<file path="src/rtl/sonar_scheduler.sv">
// Round-robin sequencer for three HC-SR04 style sonars sharing one echo timer.
// Each sensor is triggered, its echo width is timed in microseconds, and the result
// is handed to the serial formatter over valid/ready. A pronto pulse marks each
// completed round of three sensors.
module sonar_scheduler #(
  parameter int CLK_PER_US = 50,
  parameter int TRIG_US    = 10,
  parameter int TIMEOUT_US = 30000,
  parameter int GAP_US     = 60000,
  parameter int W          = 16
) (
  input  logic         clock,
  input  logic         reset,
  input  logic         ligar,
  input  logic [2:0]   echo,
  output logic [2:0]   trigger,
  output logic         med_valid,
  input  logic         med_ready,
  output logic [1:0]   med_sensor,
  output logic [W-1:0] med_us,
  output logic         med_timeout,
  output logic         pronto,
  output logic [3:0]   db_estado
);

  typedef enum logic [3:0] {
    IDLE      = 4'd0,
    TRIG      = 4'd1,
    WAIT_ECHO = 4'd2,
    MEASURE   = 4'd3,
    SEND      = 4'd4,
    NEXT      = 4'd5,
    GAP       = 4'd6
  } state_t;

  // prescaler width; guarded so a 1-cycle microsecond still gets a 1-bit counter
  localparam int PW    = (CLK_PER_US > 1) ? $clog2(CLK_PER_US) : 1;
  localparam int CMAX0 = (GAP_US > TIMEOUT_US) ? GAP_US : TIMEOUT_US;
  localparam int CMAX  = (CMAX0 > TRIG_US) ? CMAX0 : TRIG_US;
  localparam int CW    = $clog2(CMAX + 2) + 1;
  // a measurement saturates at whichever comes first: timeout or all-ones
  localparam int LIM   = (TIMEOUT_US < (2**W - 1)) ? TIMEOUT_US : (2**W - 1);

  localparam logic [PW-1:0] C_PRE_END  = PW'(CLK_PER_US - 1);
  localparam logic [CW-1:0] C_TRIG_END = CW'(TRIG_US - 1);
  localparam logic [CW-1:0] C_TO_END   = CW'(TIMEOUT_US - 1);
  localparam logic [CW-1:0] C_GAP_END  = CW'(GAP_US - 1);
  localparam logic [CW-1:0] C_LIM      = CW'(LIM);

  state_t         r_state, w_state_n;
  logic [1:0]     r_idx, w_idx_n;
  logic [PW-1:0]  r_pre;
  logic [CW-1:0]  r_us;
  logic [2:0]     r_s1, r_s2, r_s3;
  logic [2:0]     r_trig;
  logic           r_valid, r_pronto, r_med_to;
  logic [1:0]     r_med_sensor;
  logic [W-1:0]   r_med_us;
  logic [W-1:0]   w_us_n;
  logic           w_to_n;
  logic           w_tick, w_rise, w_fall;
  logic [CW-1:0]  w_cnt;

  assign w_tick = (r_pre == C_PRE_END);
  // completed microseconds including one that completes this very cycle
  assign w_cnt  = r_us + {{(CW-1){1'b0}}, w_tick};
  // only the active sensor's echo is looked at; the others are ignored
  assign w_rise = r_s2[r_idx] & ~r_s3[r_idx];
  assign w_fall = ~r_s2[r_idx] & r_s3[r_idx];

  // two-flop synchroniser plus one delay stage for edge detection
  always_ff @(posedge clock or negedge reset) begin
    if (!reset) begin
      r_s1 <= '0;
      r_s2 <= '0;
      r_s3 <= '0;
    end else begin
      r_s1 <= echo;
      r_s2 <= r_s1;
      r_s3 <= r_s2;
    end
  end

  // next-state, next sensor index and the measurement captured on entering SEND
  always_comb begin
    w_state_n = r_state;
    w_idx_n   = r_idx;
    w_us_n    = r_med_us;
    w_to_n    = r_med_to;
    case (r_state)
      IDLE: if (ligar) begin
        w_state_n = TRIG;
        w_idx_n   = 2'd0;
      end
      TRIG: if (w_tick && r_us == C_TRIG_END) w_state_n = WAIT_ECHO;
      WAIT_ECHO: begin
        if (w_rise) begin
          w_state_n = MEASURE;
        end else if (w_tick && r_us == C_TO_END) begin
          w_state_n = SEND;
          w_us_n    = '1;
          w_to_n    = 1'b1;
        end
      end
      MEASURE: begin
        // a fall wins over saturation in the same cycle
        if (w_fall) begin
          w_state_n = SEND;
          w_us_n    = W'(w_cnt);
          w_to_n    = 1'b0;
        end else if (w_cnt >= C_LIM) begin
          w_state_n = SEND;
          w_us_n    = '1;
          w_to_n    = 1'b1;
        end
      end
      SEND: if (med_ready) w_state_n = NEXT;
      NEXT: begin
        if (r_idx == 2'd2) begin
          w_idx_n   = 2'd0;
          w_state_n = GAP;
        end else begin
          w_idx_n   = r_idx + 2'd1;
          w_state_n = TRIG;
        end
      end
      GAP: if (w_tick && r_us == C_GAP_END) w_state_n = ligar ? TRIG : IDLE;
      default: w_state_n = IDLE;
    endcase
  end

  // state and sensor index registers
  always_ff @(posedge clock or negedge reset) begin
    if (!reset) begin
      r_state <= IDLE;
      r_idx   <= 2'd0;
    end else begin
      r_state <= w_state_n;
      r_idx   <= w_idx_n;
    end
  end

  // shared microsecond timer, restarted on every state change
  always_ff @(posedge clock or negedge reset) begin
    if (!reset) begin
      r_pre <= '0;
      r_us  <= '0;
    end else if (w_state_n != r_state) begin
      r_pre <= '0;
      r_us  <= '0;
    end else if (w_tick) begin
      r_pre <= '0;
      r_us  <= r_us + 1'b1;
    end else begin
      r_pre <= r_pre + 1'b1;
    end
  end

  // outputs registered from the next state so they line up with the state register
  always_ff @(posedge clock or negedge reset) begin
    if (!reset) begin
      r_trig       <= '0;
      r_valid      <= 1'b0;
      r_pronto     <= 1'b0;
      r_med_sensor <= '0;
      r_med_us     <= '0;
      r_med_to     <= 1'b0;
    end else begin
      r_trig   <= (w_state_n == TRIG) ? (3'b001 << w_idx_n) : 3'b000;
      r_valid  <= (w_state_n == SEND);
      r_pronto <= (r_state == NEXT) && (w_state_n == GAP);
      if (w_state_n == SEND && r_state != SEND) begin
        r_med_sensor <= r_idx;
        r_med_us     <= w_us_n;
        r_med_to     <= w_to_n;
      end
    end
  end

  assign trigger     = r_trig;
  assign med_valid   = r_valid;
  assign med_sensor  = r_med_sensor;
  assign med_us      = r_med_us;
  assign med_timeout = r_med_to;
  assign pronto      = r_pronto;
  assign db_estado   = r_state;

endmodule
</file>
<file path="config.mk">
export PLATFORM = sky130hd
export DESIGN_NAME = sonar_scheduler
export DESIGN_NICKNAME = d
export VERILOG_FILES = /design/src/rtl/sonar_scheduler.sv
export SDC_FILE = /design/constraint.sdc
export NUM_CORES = 1
export LEC_CHECK = 0
export ABC_AREA = 1
export CORE_AREA = 2 2 117 119
export DETAILED_ROUTE_END_ITERATION = 8
export DIE_AREA = 0 0 119 121
export MAX_ROUTING_LAYER = met4
export PLACE_DENSITY_LB_ADDON = 0.25
export SYNTH_ARGS = -nofsm -noshare
export SYNTH_HDL_FRONTEND = slang
export SYNTH_SLANG_ARGS = --single-unit
export TNS_END_PERCENT = 100
</file>
<file path="constraint.sdc">
create_clock -name clock -period 3.6 [get_ports clock]
set_clock_uncertainty 0.2 [all_clocks]
set_input_delay 0.54 -clock clock [delete_from_list [all_inputs] [get_ports clock]]
set_output_delay 0.54 -clock clock [all_outputs]
set_load 0.1 [all_outputs]
</file>
Word level (Yosys, flattened, before mapping)
Index checks and enable logic that the tools add are counted.
{ "totals": {"ff_bits": 62, "inputBits": 7, "elab_cells": 85} }
{ "classes": {"addsub": 4, "order_cmp": 2, "eq_ne": 19, "n_shift": 1, "mux": 33, "n_bitwise": 4, "n_reduce_logical": 9} }
{ "op_table": {"columns": ["operator", "count"], "rows": [
  ["$mux 16", 4],
  ["$mux 17", 2],
  ["$mux 4", 8],
  ["$pmux 16 s2", 1],
  ["$pmux 4 s7", 1],
  ["$eq 4x3->1 const B", 5],
  ["$add 17x1->17", 1],
  ["$add 17x1->17 const B", 1],
  ["$eq 17x15->1 const B", 1],
  ["$eq 17x16->1 const B", 1],
  ["$eq 17x4->1 const B", 1],
  ["$ge 17x15->1 const B", 1],
  ["$mux 6", 2],
  ["$eq 4x1->1 const B", 2],
  ["$eq 4x2->1 const B", 2],
  ["$mux 1", 7],
  ["$add 6x1->6 const B", 1],
  ["$eq 6x6->1 const B", 1],
  ["$mux 3", 2],
  ["$logic_and 1x1->1", 5],
  ["$reduce_and 5->1", 1],
  ["$bmux 1 s2", 2],
  ["$logic_not 4->1", 1],
  ["$mux 2", 2],
  ["other kinds (13)", 17]
]} }

Depth between registers and ports, before layout
Gate-level depths: netlist (run 1).
{ "depth": {"word_depth": 9, "ltp_mapped": 23, "mapped_depth_nobuf": 22} }

Worst setup path before layout (run 1)
Ideal clock, no wire load.
{ "synth_timing": {"path_kind": "register to register", "start": "register r_pre[0]", "end": "register r_us[10]", "setup_time_ns": 0.068, "t_arrival_ns": 2.770, "required_ns": 3.332, "path_slack_ns": 0.562, "stages_incl_launch_ff": 22, "period_less_slack_ns": 3.038, "path_cell_list": "dfrtp_1 > ha_1 > nand4_2 > clkinv_1 > ha_1 > ha_1 > nor2_1 > nand3_1 > nor2_1 > nand3_1 > nor2_1 > nand3_1 > nand3_1 > nand2_2 > nand2_2 > nand2_4 > nand2_8 > nand2_4 > nand2_2 > nand3_4 > buf_12 > nor2_4"} }
{ "synth_via": {"elab_chain_cells": 8} }
{ "synth_lines": {"columns": ["item", "line_no", "rtl"], "rows": [
  ["start: declaration", "52", "logic [PW-1:0] r_pre;"],
  ["start signal: assignment", "155", "r_pre <= r_pre + 1'b1;"],
  ["$eq 6x6->1 (*)", "64", "assign w_tick = (r_pre == C_PRE_END);"],
  ["$add 17x1->17", "66", "assign w_cnt = r_us + {{(CW-1){1'b0}}, w_tick};"],
  ["$ge 17x15->1", "111", "end else if (w_cnt >= C_LIM) begin"],
  ["$mux 4", "111", null],
  ["$mux 4", "107", "if (w_fall) begin"],
  ["$pmux 4 s7 (*)", "90", "case (r_state)"],
  ["named net w_state_n[2]", "50", "state_t r_state, w_state_n;"],
  ["$ne 4x4->1 (*)", "148", "end else if (w_state_n != r_state) begin"],
  ["$mux 17 / $reduce_bool 2->1 (equally long branches)", null, null],
  ["end signal: assignment", "153", "r_us <= r_us + 1'b1;"],
  ["end: declaration", "53", "logic [CW-1:0] r_us;"]
]} }
The timed path passes the listed nets; every way through them passes the cells marked *.
A chain may end at the register's enable or synchronous reset.

Final worst setup path (run 1)
{ "layout_timing": {"start": "register r_pre[1]", "end": "register r_us[5]"} }
The elaborated chain is that of the path after synthesis.

==> results_dict.tcl, run 1 <==
set metrics [dict create \
    via_per_inst 4.42 \
    syn-num-nets 441 \
    yosysMostFrequentCell "nand2_1" \
    crit_slowest_cell "dfrtp_1" \
    grt_start_max_net_pins 33 \
    reg2regPathDepth 22 \
    synth_seq_area_share_pct 42.8 \
    fp.dieW_um 119 \
    start_util_pct 27.7 \
    firstDrtPassIters 5 \
    p_per_area_mw_per_mm2 363 \
    die_area_mm2 0.0144 \
    top_level_ports 35 \
    ys_ff_latch 62 \
    numCtsBuffers 9 \
    synth_cells 427 \
    tightestPinTransition_ns 0.989 \
    clk_latency_ns 0.33 \
    antenna_found_initial 0 \
    peakVddDrop_uv 178 \
    critPathLaunchType "flop" \
    gp_congestion 0.915 \
    setup_viol 0 \
    fp-row-count 42 \
    yosysTopAreaCellShare_pct 42.8 \
    synth_area_leaders "dfrtp_1 (43%), nor2_4 (7.1%), nand2_1 (6.6%), inv_1 (5.9%), xor2_1 (5.6%)" \
    cap_violations 0 \
    dp_hpwl_um 6760 \
    post-route-min-period_ns 3.22 \
    worstPathArrival_ns 3.23 \
    clock-sinks 62 \
    port_buffers 34 \
    drive_gt1_share_pct 15.7 \
    nNetsFinal 481 \
    synth-edff-count 0 \
    avgSynthCellArea_um2 8.49 \
    max_freq_mhz 310 \
    r2r-start "r_pre[1]$_DFF_PN0_" \
    slew_headroom_pct 33.9 \
    routed_wl_um 8770 \
    internal_power_mw 1.22 \
    total_power_mw 1.61 \
    slew_violations 0 \
    grt_overflow_total 0 \
    cts_setup_buffers 0 \
    clockBufferDepth 2 \
    cts_root_buffer "clkbuf_16" \
    fin_crit_sh_pct 89.5 \
    p_sw_share_pct 23.9 \
    ys.flop_type "dfrtp_1" \
    cts_tree "built" \
    pwr-share-seq_pct 44.6 \
    p_leak_nw 1.95 \
    cp-end-kind "flop" \
    grt_pass1_vias 2848 \
    hold_slack_ns 0.0589 \
    hp-class "primary input to async pin" \
    wl_per_cell_um 13.5 \
    grtUsageTotal_pct 13.5 \
    finalHoldViolCount 0 \
    h-tree-depth 3 \
    worstPathCellList "inv_1, ha_1, nand4_2, inv_2, buf_4, ha_1, nand2_1, nor2_2, nand2_1, nand2_1, nand2_1, nand2_1, nor2_1, nand3_1, nand3_1, nand2_2, nand3_2, nand3b_2, nand2_1, nand3_4, buf_16, nor2_1" \
    crit_type "flop to flop" \
    cts.clk_slew.worst_paths_ns 0.05 \
    core-area_mm2 0.0131 \
    synth_area_mm2 0.00363 \
    required_ns 3.61 \
    nFillCells 1331 \
    r2r_end "r_us[5]$_DFFE_PN0P_" \
    yosysTopAreaCell "dfrtp_1" \
    power_frac_clock_pct 48.0 \
    setup-tns-final_ns 0 \
    rsz0062_at_grt "false" \
    fin_util_pct 33.8 \
    ant_nets 0 \
    r2r_setup_slack_ns 0.38 \
    area_delta_synth_final_pct 21.8 \
    outcome "finished, final reports clean" \
    cpPeakStageDelay_ns 0.39 \
    drcViolationCount 0 \
    async_reset_ff_share_pct 100 \
    p_switching_mw 0.384 \
    dr_total_vias 2867 \
    grt_pass1_wl_um 14700 \
    drt_first_iter_violations 237 \
    crit_top_cell "nand2_1" \
    yosysUniqueCellTypes 37 \
    power_frac_comb_pct 7.4 \
    die_h_um 121 \
    yosys-top-cells-count "nand2_1 (64), dfrtp_1 (62), inv_1 (57), nor2_1 (46), nand3_1 (32)" \
    n_antenna_cell 0 \
    cp_max_fo 23 \
    synth_warnings 0 \
]
==> flip-flops by register name (all words and copies together) (netlist names), 3 cells and up <==
signal,flops
r_us,17
med_us,16
r_pre,6
db_estado,4
r_s1,3
r_s2,3
r_s3,3
trigger,3
==> what timing repair did <==
item	in CTS	in global routing
setup endpoints to repair	0	22
resized for setup	0	4
hold buffers	0	0
endpoints found under the hold margin	0	0
==> final cells by class <==
class / instances / area (um^2) / area share (%)
Multi-Input combinational cell: 297 / 1770 / 40.1
Sequential cell: 62 / 1550 / 35.1
Timing Repair Buffer: 38 / 385 / 8.72
Clock buffer: 12 / 246 / 5.58
Inverter: 59 / 221 / 5.01
Tap cell: 176 / 220 / 4.98
Clock inverter: 4 / 22.5 / 0.510
==> critical path, delay by kind of cell, from the launching register on <==
kind / cells / cell delay, ns
flops: 1 / 0.39
simple gates: 16 / 1.56
fa+ha+maj: 2 / 0.34
buf+inv: 4 / 0.56
==> power groups by stage <==
stage               sequential [mW]  combinational [mW]  clock [mW]
floorplan                     0.748              0.0641           0
global placement              0.728               0.118           0
detailed placement            0.728               0.119           0
CTS                           0.716               0.119       0.795
global route                  0.716               0.131       0.832
finish                        0.716               0.120       0.770
==> worst max-delay path by stage <==
stage / start / end / slack, ns
after floorplan: r_pre[0]$_DFF_PN0_ / r_us[10]$_DFFE_PN0P_ / 0.56
after detailed placement: r_pre[0]$_DFF_PN0_ / r_us[5]$_DFFE_PN0P_ / 0.30
after global placement: r_pre[0]$_DFF_PN0_ / r_us[5]$_DFFE_PN0P_ / 0.34
after global routing: r_pre[1]$_DFF_PN0_ / r_us[5]$_DFFE_PN0P_ / 0.005
final: r_pre[1]$_DFF_PN0_ / r_us[5]$_DFFE_PN0P_ / 0.38
after CTS: r_pre[0]$_DFF_PN0_ / r_us[5]$_DFFE_PN0P_ / 0.25
==> placed cells by master (no fill, tap or decap), types with 12 or more instances in the layout <==
cell type         n
nand2_1          64
dfrtp_1          62
inv_1            57
nor2_1           44
clkdlybuf4s50_1  33
nand3_1          32
a21oi_1          26
nor2_4           23
xor2_1           23
nor3_1           16
nand4_1          12
==> logic make-up after synthesis <==
| logic type | count (synthesis) | synth area share (%) |
|---|---|---|
| compound gates | 38 | 5.62 |
| xor+xnor | 23 | 5.55 |
| fa+ha+maj | 7 | 2.41 |
| buf+inv | 68 | 8.52 |
| flops | 62 | 42.8 |
| other cells | 1 | 0.103 |
| simple gates | 228 | 35.0 |
==> per-stage QoR <==
step / setup WS (ns) / area (um^2) / cells
after CTS: 0.252 / 4410 / 648
after floorplan: 0.562 / 3630 / 427
after global placement: 0.338 / 4140 / 632
final: 0.377 / 4420 / 648
after detailed placement: 0.296 / 4140 / 632
after global routing: 0.00507 / 4420 / 648
==> per-layer routing <==
layer | wire [um] | up-vias | GRT usage, %
li1 | - | 1449 | -
met1 | 4270 | 1354 | 18.0
met2 | 4030 | 54 | 20.1
met3 | 316 | 10 | 2.49
met4 | 150 | 0 | 5.80
met5 | 0 | - | -
No activity file was read; power rests on OpenSTA's default activity.
==> run 2: changes to the inputs <==
==> constraint.sdc (replaced) <==
create_clock -name clock -period 2.7 [get_ports clock]
set_clock_uncertainty 0.2 [all_clocks]
set_input_delay 0.405 -clock clock [delete_from_list [all_inputs] [get_ports clock]]
set_output_delay 0.405 -clock clock [all_outputs]
set_load 0.1 [all_outputs]
==> results_dict.tcl, run 2 (synthesis gave the netlist of run 1 again) <==
set metrics [dict create \
    clock-sinks 62 \
    top_level_ports 35 \
    numCtsBuffers 9 \
    internal_power_mw 1.76 \
    hp-class "flop to flop" \
    n_antenna_cell 0 \
    post-route-min-period_ns 2.98 \
    drive_gt1_share_pct 40.6 \
    dp_hpwl_um 7630 \
    worstPathArrival_ns 3.05 \
    power_frac_comb_pct 8.5 \
    clk_latency_ns 0.34 \
    drcViolationCount 0 \
    peakVddDrop_uv 242 \
    max_freq_mhz 336 \
    tightestPinTransition_ns 0.722 \
    grt_util_met2_pct 24.4 \
    busiest_layer "met2" \
    die_area_mm2 0.0144 \
    multiInputGateArea_mm2 0.00206 \
    largest_register "r_us" \
    start_util_pct 27.7 \
    p_switching_mw 0.585 \
    total_power_mw 2.34 \
    nNetsFinal 543 \
    slew_headroom_pct 51.5 \
    via_per_inst 4.41 \
    grt_use_met1_pct 18.3 \
    pwr-share-seq_pct 40.6 \
    power_frac_clock_pct 50.9 \
    grt_pass1_wl_um 16300 \
    h-tree-depth 3 \
    grt_use_met3_pct 3.57 \
    grt_start_max_net_pins 30 \
    antenna_found_initial 0 \
    final_common_cell "buf_4" \
    gp_congestion 0.955 \
    fin_crit_sh_pct 110 \
    die_h_um 121 \
    ant_nets 0 \
    drt_first_iter_violations 280 \
    clockBufferDepth 2 \
    cts_root_buffer "clkbuf_16" \
    p_sw_share_pct 25.0 \
    violations "negative setup slack" \
    outcome "finished with violations" \
    critPathLaunchType "flop" \
    cts.clk_slew.worst_paths_ns 0.06 \
    port_buffers 34 \
    rsz0062_at_grt "true" \
    fin_ws_ns -0.278 \
    grt_overflow_total 0 \
    fp-row-count 42 \
    finalHoldViolCount 0 \
    p_leak_nw 2.36 \
    grtUsageTotal_pct 15.0 \
    firstDrtPassIters 5 \
    cp_max_fo 5 \
    stdcell_count 710 \
    nFillCells 1292 \
    wl_per_cell_um 13.9 \
    dp_cells 682 \
    core-area_mm2 0.0131 \
    fp.dieW_um 119 \
    layout_common_cells "buf_4 (85), dfrtp_1 (61), inv_1 (55), nand2_1 (55), nor2_1 (35)" \
    required_ns 2.78 \
    dr_total_vias 3130 \
    setup_viol 48 \
    grt_pass1_vias 3242 \
    crit_type "flop to flop" \
    slew_violations 0 \
    setup-tns-final_ns -9.75 \
    p_per_area_mw_per_mm2 451 \
    cts_tree "built" \
    cap_violations 0 \
    area_delta_synth_final_pct 43.3 \
    regArea_mm2 0.00155 \
    largest_reg_flops 17 \
    routed_wl_um 9890 \
    cp-end-kind "flop" \
]
run 2: changes by cell type in the layout (fill, tap and decap cells not counted), sizes merged:
| cell | previous run | this run |
|---|---|---|
| clkinv | 3 | 4 |
| bufinv | 0 | 1 |
| clkbuf | 12 | 11 |
| dlygate4sd3 | 0 | 1 |
| inv | 59 | 58 |
| clkinvlp | 1 | 2 |
| buf | 5 | 93 |
| clkdlybuf4s50 | 33 | 5 |
run 2: routing by layer:
metal	part of all wire (%)	up-vias	wire, um
met5	0	-	0
met4	1.6	0	157
met3	3.5	16	347
met2	49	67	4860
met1	46	1465	4530
li1	-	1582	-
run 2: layout make-up:
class	count	area share, %
Tap cell	176	4.24
Multi-Input combinational cell	297	39.7
Timing Repair Buffer	100	15.9
Sequential cell	62	29.9
Clock inverter	6	1.37
Inverter	59	4.36
Clock buffer	10	4.60
run 2: power by group through the flow:
stage / logic, mW / clock network (mW) / registers (mW)
6_report: 0.198 / 1.19 / 0.952
5_1_grt: 0.214 / 1.27 / 0.953
4_1_cts: 0.186 / 1.22 / 0.952
3_5_place_dp: 0.180 / 0 / 0.968
3_3_place_gp: 0.177 / 0 / 0.968
2_1_floorplan: 0.0871 / 0 / 0.998
run 2: repair_timing:
| action | 4_1_cts | 5_1_grt |
|---|---|---|
| hold buffers | 1 | 0 |
| resized for setup | 34 | 34 |
| pin swaps | 3 | 9 |
| buffers inserted | 7 | 3 |
| endpoints found under the hold margin | 27 | 0 |
| endpoints found under the setup margin | 49 | 49 |
| gates cloned | 0 | 1 |
run 2: path summary, 6_finish.rpt:
kind | startpoint | endpoint | slack [ns] | depth (start not counted)
worst min-delay path | r_s1[1]$_DFF_PN0_ | r_s2[1]$_DFF_PN0_ | 0.15 | 0
min in group asynchronous | reset | med_sensor[1]$_DFFE_PN0P_ | 0.43 | 2
worst max-delay path | r_pre[1]$_DFF_PN0_ | r_us[9]$_DFFE_PN0P_ | -0.28 | 22
max in group asynchronous | reset | r_us[16]$_DFFE_PN0P_ | 1.11 | 3
worst max register to register | r_pre[1]$_DFF_PN0_ | r_us[9]$_DFFE_PN0P_ | -0.28 | 22
worst min register to register | r_s1[1]$_DFF_PN0_ | r_s2[1]$_DFF_PN0_ | 0.15 | 0
run 2: metrics by stage:
stage | setup WS [ns] | hold slack, ns | util [%] | cell area [um^2]
final | -0.278 | 0.147 | 39.7 | 5200
after global routing | -0.468 | 0.154 | 39.7 | 5200
after CTS | -0.253 | 0.148 | 38.4 | 5020
after detailed placement | -0.391 | 0.135 | 34.5 | 4510
after global placement | -0.341 | 0.134 | 34.5 | 4510
after floorplan | -0.126 | -0.0906 | - | 3690
run 2: worst max-delay path: stages (launching register included):
cell       delay (ns)
dfrtp_1          0.37
inv_1            0.06
ha_2             0.18
nand4_4          0.11
clkinv_4         0.08
ha_4             0.14
ha_4             0.14
nand3_4          0.09
nor2_4           0.13
buf_6            0.11
nand2_2          0.05
xor2_2           0.13
nand2_1          0.11
nor2_2           0.16
nand2_4          0.09
nand2_4          0.07
nand2_4          0.06
nand2_8          0.10
nand2_4          0.04
nand2_2          0.07
nand3_4          0.13
clkbuf_16        0.21
nor2_4           0.07
